**config.mk**
```make
export PLATFORM = sky130hd
export DESIGN_NAME = bsg_event_timestamper_flat
export DESIGN_NICKNAME = d
export VERILOG_FILES = /design/src/rtl/bsg_event_timestamper_if.sv /design/src/rtl/bsg_event_timestamper.sv /design/src/flat_wrapper.sv
export SDC_FILE = /design/constraint.sdc
export NUM_CORES = 1
export LEC_CHECK = 0
export BUFFER_PORTS_ARGS = -buffer_cell sky130_fd_sc_hd__buf_2
export CAP_MARGIN = 20
export CORE_ASPECT_RATIO = 1.75
export CORE_UTILIZATION = 66
export CTS_BUF_LIST = sky130_fd_sc_hd__clkbuf_4 sky130_fd_sc_hd__clkbuf_8
export DETAILED_ROUTE_END_ITERATION = 12
export PLACE_DENSITY_LB_ADDON = 0.12
export RECOVER_POWER = 50
export SYNTH_ARGS = -nofsm -noshare
export SYNTH_HDL_FRONTEND = slang
export SYNTH_SLANG_ARGS = --single-unit
```
**constraint.sdc**
```tcl
create_clock -name clk_i -period 4.5 [get_ports clk_i]
set_input_delay 0.675 -clock clk_i [delete_from_list [all_inputs] [get_ports clk_i]]
set_output_delay 0.675 -clock clk_i [all_outputs]
set_load 0.01 [all_outputs]
```
**src/rtl/bsg_event_timestamper_if.sv**
```systemverilog
// Event-capture and output-queue signals of bsg_event_timestamper.
// The slave modport is the timestamper's own view; master is the producer/consumer view.
interface bsg_event_timestamper_if #(
    parameter int width_p      = 16,
    parameter int tag_width_p  = 4,
    parameter int drop_width_p = 8
);
    logic [width_p-1:0]      ctr_i;
    logic                    event_v_i;
    logic [tag_width_p-1:0]  event_tag_i;
    logic                    yumi_i;
    logic                    clear_drop_i;
    logic                    v_o;
    logic [width_p-1:0]      ts_o;
    logic [width_p-1:0]      delta_o;
    logic [tag_width_p-1:0]  tag_o;
    logic                    first_o;
    logic [drop_width_p-1:0] drop_count_o;
    logic                    overflow_o;

    // Output handshake: v_o marks a valid head entry; yumi_i may only be raised while
    // v_o=1 and pops that entry at the clock edge. Fields are held until popped.
    modport slave (
        input  ctr_i, event_v_i, event_tag_i, yumi_i, clear_drop_i,
        output v_o, ts_o, delta_o, tag_o, first_o, drop_count_o, overflow_o
    );
    modport master (
        output ctr_i, event_v_i, event_tag_i, yumi_i, clear_drop_i,
        input  v_o, ts_o, delta_o, tag_o, first_o, drop_count_o, overflow_o
    );
endinterface

```
**src/rtl/bsg_event_timestamper.sv**
```systemverilog
// Timestamps events against a free-running counter, queues {ts, delta, tag, first}
// in a small FIFO, and keeps a saturating count of events lost to a full FIFO.
module bsg_event_timestamper #(
    parameter int width_p      = 16,
    parameter int tag_width_p  = 4,
    parameter int els_p        = 4,
    parameter int drop_width_p = 8
) (
    input logic                    clk_i,
    input logic                    reset_i,
    bsg_event_timestamper_if.slave ports
);
    localparam int ptr_w = $clog2(els_p);
    localparam int cnt_w = ptr_w + 1;

    logic [width_p-1:0]      ts_mem    [els_p];
    logic [width_p-1:0]      delta_mem [els_p];
    logic [tag_width_p-1:0]  tag_mem   [els_p];
    logic                    first_mem [els_p];

    logic [ptr_w-1:0]        rptr, wptr;
    logic [cnt_w-1:0]        count;
    logic [width_p-1:0]      last_ts;
    logic                    have_last;
    logic [drop_width_p-1:0] drop_cnt;
    logic                    overflow;

    logic                    valid, pop, accept, push, drop;
    logic [width_p-1:0]      new_delta;
    logic [drop_width_p-1:0] drop_base;

    assign valid     = (count != '0);
    // An illegal yumi on an empty FIFO is masked so it cannot corrupt state.
    assign pop       = ports.yumi_i & valid;
    assign accept    = (count < cnt_w'(els_p)) | pop;
    assign push      = ports.event_v_i & accept;
    assign drop      = ports.event_v_i & ~accept;
    assign new_delta = have_last ? (ports.ctr_i - last_ts) : '0;

    // A clear in the same cycle as a drop takes effect first.
    always_comb begin
        drop_base = drop_cnt;
        if (ports.clear_drop_i) drop_base = '0;
    end

    always_ff @(posedge clk_i or posedge reset_i) begin
        if (reset_i) begin
            rptr      <= '0;
            wptr      <= '0;
            count     <= '0;
            last_ts   <= '0;
            have_last <= 1'b0;
            drop_cnt  <= '0;
            overflow  <= 1'b0;
        end else begin
            if (push) begin
                wptr      <= wptr + ptr_w'(1);
                last_ts   <= ports.ctr_i;
                have_last <= 1'b1;
            end
            if (pop) rptr <= rptr + ptr_w'(1);
            case ({push, pop})
                2'b10:   count <= count + cnt_w'(1);
                2'b01:   count <= count - cnt_w'(1);
                default: count <= count;
            endcase
            if (drop) begin
                drop_cnt <= (&drop_base) ? drop_base : drop_base + drop_width_p'(1);
                overflow <= 1'b1;
            end else if (ports.clear_drop_i) begin
                drop_cnt <= '0;
                overflow <= 1'b0;
            end
        end
    end

    // Storage needs no reset: entries are only visible once count covers them.
    always_ff @(posedge clk_i) begin
        if (push) begin
            ts_mem[wptr]    <= ports.ctr_i;
            delta_mem[wptr] <= new_delta;
            tag_mem[wptr]   <= ports.event_tag_i;
            first_mem[wptr] <= ~have_last;
        end
    end

    assign ports.v_o          = valid;
    assign ports.ts_o         = ts_mem[rptr];
    assign ports.delta_o      = delta_mem[rptr];
    assign ports.tag_o        = tag_mem[rptr];
    assign ports.first_o      = first_mem[rptr];
    assign ports.drop_count_o = drop_cnt;
    assign ports.overflow_o   = overflow;

    yumi_without_valid: assert property (@(posedge clk_i) disable iff (reset_i)
        !(ports.yumi_i && !valid));
endmodule

```
**src/flat_wrapper.sv**
```systemverilog
// flat-port wrapper written by rule: the top's interface ports become plain ports
module bsg_event_timestamper_flat 
#(
    parameter int width_p      = 16,
    parameter int tag_width_p  = 4,
    parameter int els_p        = 4,
    parameter int drop_width_p = 8
)
  (clk_i, reset_i, ports_ctr_i, ports_event_v_i, ports_event_tag_i, ports_yumi_i, ports_clear_drop_i, ports_v_o, ports_ts_o, ports_delta_o, ports_tag_o, ports_first_o, ports_drop_count_o, ports_overflow_o);
  bsg_event_timestamper_if #(.width_p(width_p), .tag_width_p(tag_width_p), .drop_width_p(drop_width_p)) ports_i ();
  input logic clk_i;
  input logic reset_i;
  input wire logic [$bits(ports_i.ctr_i)-1:0] ports_ctr_i;
  input wire logic [$bits(ports_i.event_v_i)-1:0] ports_event_v_i;
  input wire logic [$bits(ports_i.event_tag_i)-1:0] ports_event_tag_i;
  input wire logic [$bits(ports_i.yumi_i)-1:0] ports_yumi_i;
  input wire logic [$bits(ports_i.clear_drop_i)-1:0] ports_clear_drop_i;
  output wire logic [$bits(ports_i.v_o)-1:0] ports_v_o;
  output wire logic [$bits(ports_i.ts_o)-1:0] ports_ts_o;
  output wire logic [$bits(ports_i.delta_o)-1:0] ports_delta_o;
  output wire logic [$bits(ports_i.tag_o)-1:0] ports_tag_o;
  output wire logic [$bits(ports_i.first_o)-1:0] ports_first_o;
  output wire logic [$bits(ports_i.drop_count_o)-1:0] ports_drop_count_o;
  output wire logic [$bits(ports_i.overflow_o)-1:0] ports_overflow_o;
  assign ports_i.ctr_i = ports_ctr_i;
  assign ports_i.event_v_i = ports_event_v_i;
  assign ports_i.event_tag_i = ports_event_tag_i;
  assign ports_i.yumi_i = ports_yumi_i;
  assign ports_i.clear_drop_i = ports_clear_drop_i;
  assign ports_v_o = ports_i.v_o;
  assign ports_ts_o = ports_i.ts_o;
  assign ports_delta_o = ports_i.delta_o;
  assign ports_tag_o = ports_i.tag_o;
  assign ports_first_o = ports_i.first_o;
  assign ports_drop_count_o = ports_i.drop_count_o;
  assign ports_overflow_o = ports_i.overflow_o;
  bsg_event_timestamper #(.width_p(width_p), .tag_width_p(tag_width_p), .els_p(els_p), .drop_width_p(drop_width_p)) u_core (.clk_i(clk_i), .reset_i(reset_i), .ports(ports_i));
endmodule
```
-- Yosys cells after proc, flatten, opt, wreduce, memory -nomap -nowiden
Memories as Yosys holds them, arrays and structs flattened.
Index checks and enable logic that the tools add are counted.
- add/subtract/negate cells: 6
- magnitude comparators: 1
- eq/ne operators: 2
- multiplexer cells: 9
- bitwise gates (word level): 6
- reductions and logical operators: 4
- operators by type and width (cell ; number):
    $mux 8 ; 3
    $mux 16 ; 1
    $sub 16x16->16 ; 1
    $add 8x1->8 const B ; 1
    $reduce_and 8->1 ; 1
    $pmux 3 s2 ; 1
    $add 2x1->2 const B ; 2
    $mux 1 ; 4
    $reduce_bool 2->1 ; 2
    $add 3x1->3 const B ; 1
    $and 1x1->1 ; 3
    $lt 3x3->1 const B ; 1
    $reduce_bool 3->1 ; 1
    $sub 3x1->3 const B ; 1
    $eq 2x1->1 const B ; 1
    $eq 2x2->1 const B ; 1
    $not 1->1 ; 2
    $or 1x1->1 ; 1
- bits in registers: 33
- bits in writable memories: 148
- word-level logic and storage cells: 39
- memories kept: 4
- memories (name ; words ; bits a word ; read ports ; clocked after Yosys merged registers in ; write ports ; line ; text):
    u_core.delta_mem ; 4 ; 16 ; 1 ; 0 ; 1 ; bsg_event_timestamper.sv:17 ; logic [width_p-1:0] delta_mem [els_p];
    u_core.ts_mem ; 4 ; 16 ; 1 ; 0 ; 1 ; bsg_event_timestamper.sv:16 ; logic [width_p-1:0] ts_mem [els_p];
    u_core.tag_mem ; 4 ; 4 ; 1 ; 0 ; 1 ; bsg_event_timestamper.sv:18 ; logic [tag_width_p-1:0] tag_mem [els_p];
    u_core.first_mem ; 4 ; 1 ; 1 ; 0 ; 1 ; bsg_event_timestamper.sv:19 ; logic first_mem [els_p];

-- Logic depth before layout (Yosys ltp)
- depth after elaboration: 6
- mapped depth: 9
- gate-level depth less buffers: 9

-- Worst setup path after synthesis
OpenSTA, ideal clock, no wires.
- path kind: input to register
- from: input port ports_ctr_i[0]
- to: memory u_core.delta_mem[0][10] (data pin)
- setup time: 0.280 ns
- data arrival time: 2.123 ns
- required time: 4.220 ns
- setup slack: 2.097 ns
- cell stages on the path: 9
- buffers on the path: 0
- path through: inv_1 ha_1 fa_1 inv_1 a21o_1 a221o_1 a221oi_2 xor2_1 nor2_1
- cells in the longest elaborated chain, start to end: 2
- ends and longest elaborated chain (item ; line ; text):
    start: declaration ; flat_wrapper.sv:13 ; input wire logic [$bits(ports_i.ctr_i)-1:0] ports_ctr_i;
    $sub 16x16->16 ; bsg_event_timestamper.sv:38 ; assign new_delta = have_last ? (ports.ctr_i - last_ts) : '0;
    $mux 16 ; bsg_event_timestamper.sv:38 ;
    net u_core.new_delta[10] ; bsg_event_timestamper.sv:29 ; logic [width_p-1:0] new_delta;
    end: declaration ; bsg_event_timestamper.sv:17 ;
The timed path passes the listed nets, and every way through them passes these cells.

-- Worst setup path after layout
- from: register u_core.rptr[0]
- to: output port ports_delta_o[9]
- cells in the longest elaborated chain, start to end: 1
- ends and longest elaborated chain (item ; line ; text):
    start: declaration ; bsg_event_timestamper.sv:21 ; logic [ptr_w-1:0] rptr, wptr;
    start signal: assignment ; bsg_event_timestamper.sv:61 ; if (pop) rptr <= rptr + ptr_w'(1);
    $mem_v2 4x16 ; - ;
    end: declaration ; flat_wrapper.sv:20 ; output wire logic [$bits(ports_i.delta_o)-1:0] ports_delta_o;
No other way between the ends.

==> qor.yml <==
power_and_ir_drop:
  p_leak_nw: 3.16
  max-vdd-ir-drop_mv: 0.379
  powerDensity_nw_per_um2: 616
setup_path:
  end_kind: "output port"
  worst_setup_path_start_kind: "flip-flop"
  cp.required_ps: 3830
  worstSetupPathType: "reg2out"
  worst-path-max-fanout: 25
  cp.arrival_ps: 2460
timing:
  period_share_pct: 69.7
  setup_tns_ps: 0
  fin_skew_ps: 11.6
  hold_viol: 0
  layout_min_cycle_time_ps: 3140
  final-setup-viol-count: 0
  slew_headroom_pct: -30.8
  drv_slew: 72
  grt_setup_unrepaired: "no"
  fmax_mhz: 319
  tightest_slew_ps: 1960
synth:
  synth-seq-area-share_pct: 68.6
  yosys-top-cells-count: "edfxtp_1 (148), mux4_2 (37), dfrtp_1 (33)"
  avgSynthCellArea_um2: 17.2
  synth_top_cell_by_area: "edfxtp_1"
  synth_area_leaders: "edfxtp_1 (58%), mux4_2 (11%), dfrtp_1 (11%)"
  synthFlopType: "edfxtp_1"
  syn-num-nets: 495
  ys_ff_latch: 181
  synth_most_common_cell: "edfxtp_1"
  yosys.area.top_type_share_pct: 57.9
  async_flop_share_pct: 18.2
  yosysWarnings: 0
  synth_edf_count: 148
  synth_cell_types: 46
  synth_area_um2: 7680
  syn_inst: 446
finish:
  n_antenna_cell: 0
  drive_above_1_share_pct: 26.0
  layout.nets: 574
  synthToLayoutAreaGrowth_pct: 10.7
  layoutNonFillerInstCount: 670
die:
  dieArea_um2: 12100
  pin_count: 72
  start_util_pct: 68.4
  die_width_um: 83.5
  die_y_um: 145
  rows: 51
  core_um2: 11200
global_route:
  grt_pass1_wl_um: 20600
  grt_overflow_total: 0
  antenna_found_initial: 0
  grt_pass1_vias: 4210
  grt_max_degree: 39
  grtUsageTotal_pct: 23.2
route:
  drt_iter0_drc: 199
  routedWlPerCell_um: 19.4
  vias_per_cell: 5.96
  totalWireLength_um: 13000
  via_count: 3991
  dr.pass1.iters: 4
  drc: 0
  drtAntennaViolNets: 0
clock_tree:
  post_cts.repair.setup_buffers: 0
  cts-root-buf: "clkbuf_8"
  clock_latency_ps: 450
  cts_resized: 0
  cts_tree: "done"
  h-tree-depth: 4
  clk_path_buf_depth: 2
  clk_pin_slew_worst_paths_ps: 90
  cts_buffers: 17
  hold_buffers: 0
  cts.sinks: 181
min_path:
  hp-class: "in2reg"
flow_run:
  maxCapViolCount: 2
placement:
  placed_cells: 638
  post-dp-hpwl_um: 8380
  port_buffers: 71
  gp_congestion: 0.811
status:
  status: "complete, but fails checks"
  violations: "capacitance limit, slew limit"
cell families (layout without fill, tap and decap cells):
group                      count (synthesis)  after routing  share of synthesized area, %
DFF                                      181            181                          68.6
xor gates and xnor gates                  24             24                          2.74
and+or+nand+nor                           77             77                          5.04
buffers and inverters                     42            134                          2.23
adders and majority gates                 24             24                          4.11
muxes                                     54             54                          13.3
AOI/OAI and AO/OA                         44             44                          3.93
layout by cell type, fill, tap and decap left out, drive strengths merged, types with 4 or more instances in the layout:
| master | instances |
|---|---|
| a21o | 6 |
| xor2 | 13 |
| buf | 43 |
| mux4 | 37 |
| nand2b | 6 |
| inv | 33 |
| nor2 | 23 |
| clkinv | 5 |
| a21oi | 14 |
| xnor2 | 11 |
| dfrtp | 33 |
| ha | 22 |
| mux2 | 15 |
| and3 | 5 |
| edfxtp | 148 |
| nand4 | 4 |
| nand2 | 25 |
| clkbuf | 49 |
| or3 | 4 |
| o21ai | 10 |
worst max-delay path, stage by stage (launching register included):
cell,delay [ps]
dfrtp_2,710
buf_4,540
mux4_2,580
buf_2,160
worst paths after layout:
path                                            from                           end  slack [ps]  cells after the start
max in group asynchronous                    reset_i                u_core.rptr[0]        2490                      3
min in group asynchronous                    reset_i  u_core.ports.drop_count_o[2]         850                      3
worst max register to register       u_core.count[2]        u_core.delta_mem[3][9]        1980                      2
worst max-delay path                  u_core.rptr[0]              ports_delta_o[9]        1360                      3
worst min register to register       u_core.count[0]               u_core.count[0]         500                      1
worst min-delay path            ports_event_tag_i[1]          u_core.tag_mem[2][1]         490                      1
stage by stage:
step | hold WS (ps) | worst slack, ps | utilization (%) | power, mW | cell area, µm²
final | 493 | 1360 | 75.7 | 5.24 | 8500
after global routing | 464 | 1160 | 75.7 | 5.51 | 8500
after CTS | 287 | 1240 | 76.1 | 5.30 | 8550
after detailed placement | 485 | 1580 | 72.7 | 4.26 | 8160
after global placement | 463 | 1700 | 72.7 | 4.20 | 8160
after floorplan | 453 | 2100 | - | 3.70 | 7680
where the power goes:
group | switching, mW | internal (mW) | leakage (nW)
clock | 0.591 | 0.461 | 0.190
combinational | 0.963 | 0.779 | 1.21
sequential | 0.142 | 2.30 | 1.76
total | 1.70 | 3.54 | 3.16
registers in the layout, summed over array words and instances (netlist names):
signal	flops
u_core.count	3
u_core.delta_mem	64
u_core.first_mem	4
u_core.have_last	1
u_core.last_ts	16
u_core.ports.drop_count_o	8
u_core.ports.overflow_o	1
u_core.rptr	2
u_core.tag_mem	16
u_core.ts_mem	64
u_core.wptr	2
layer usage:
metal | routed length [µm] | vias to the layer above | global-route usage (%)
li1 | - | 1857 | -
met1 | 5210 | 2031 | 26.4
met2 | 7140 | 84 | 42.0
met3 | 350 | 19 | 4.25
met4 | 314 | 0 | 11.9
met5 | 0 | - | 0
final cells by class:
type | instances | area (µm²)
Tap cell | 132 | 165
Fill cell | 713 | 2730
Clock inverter | 14 | 145
Inverter | 28 | 105
Timing Repair Buffer | 74 | 337
Clock buffer | 18 | 241
Multi-Input combinational cell | 223 | 2230
Sequential cell | 181 | 5270
(Power assumes the default switching activity.)
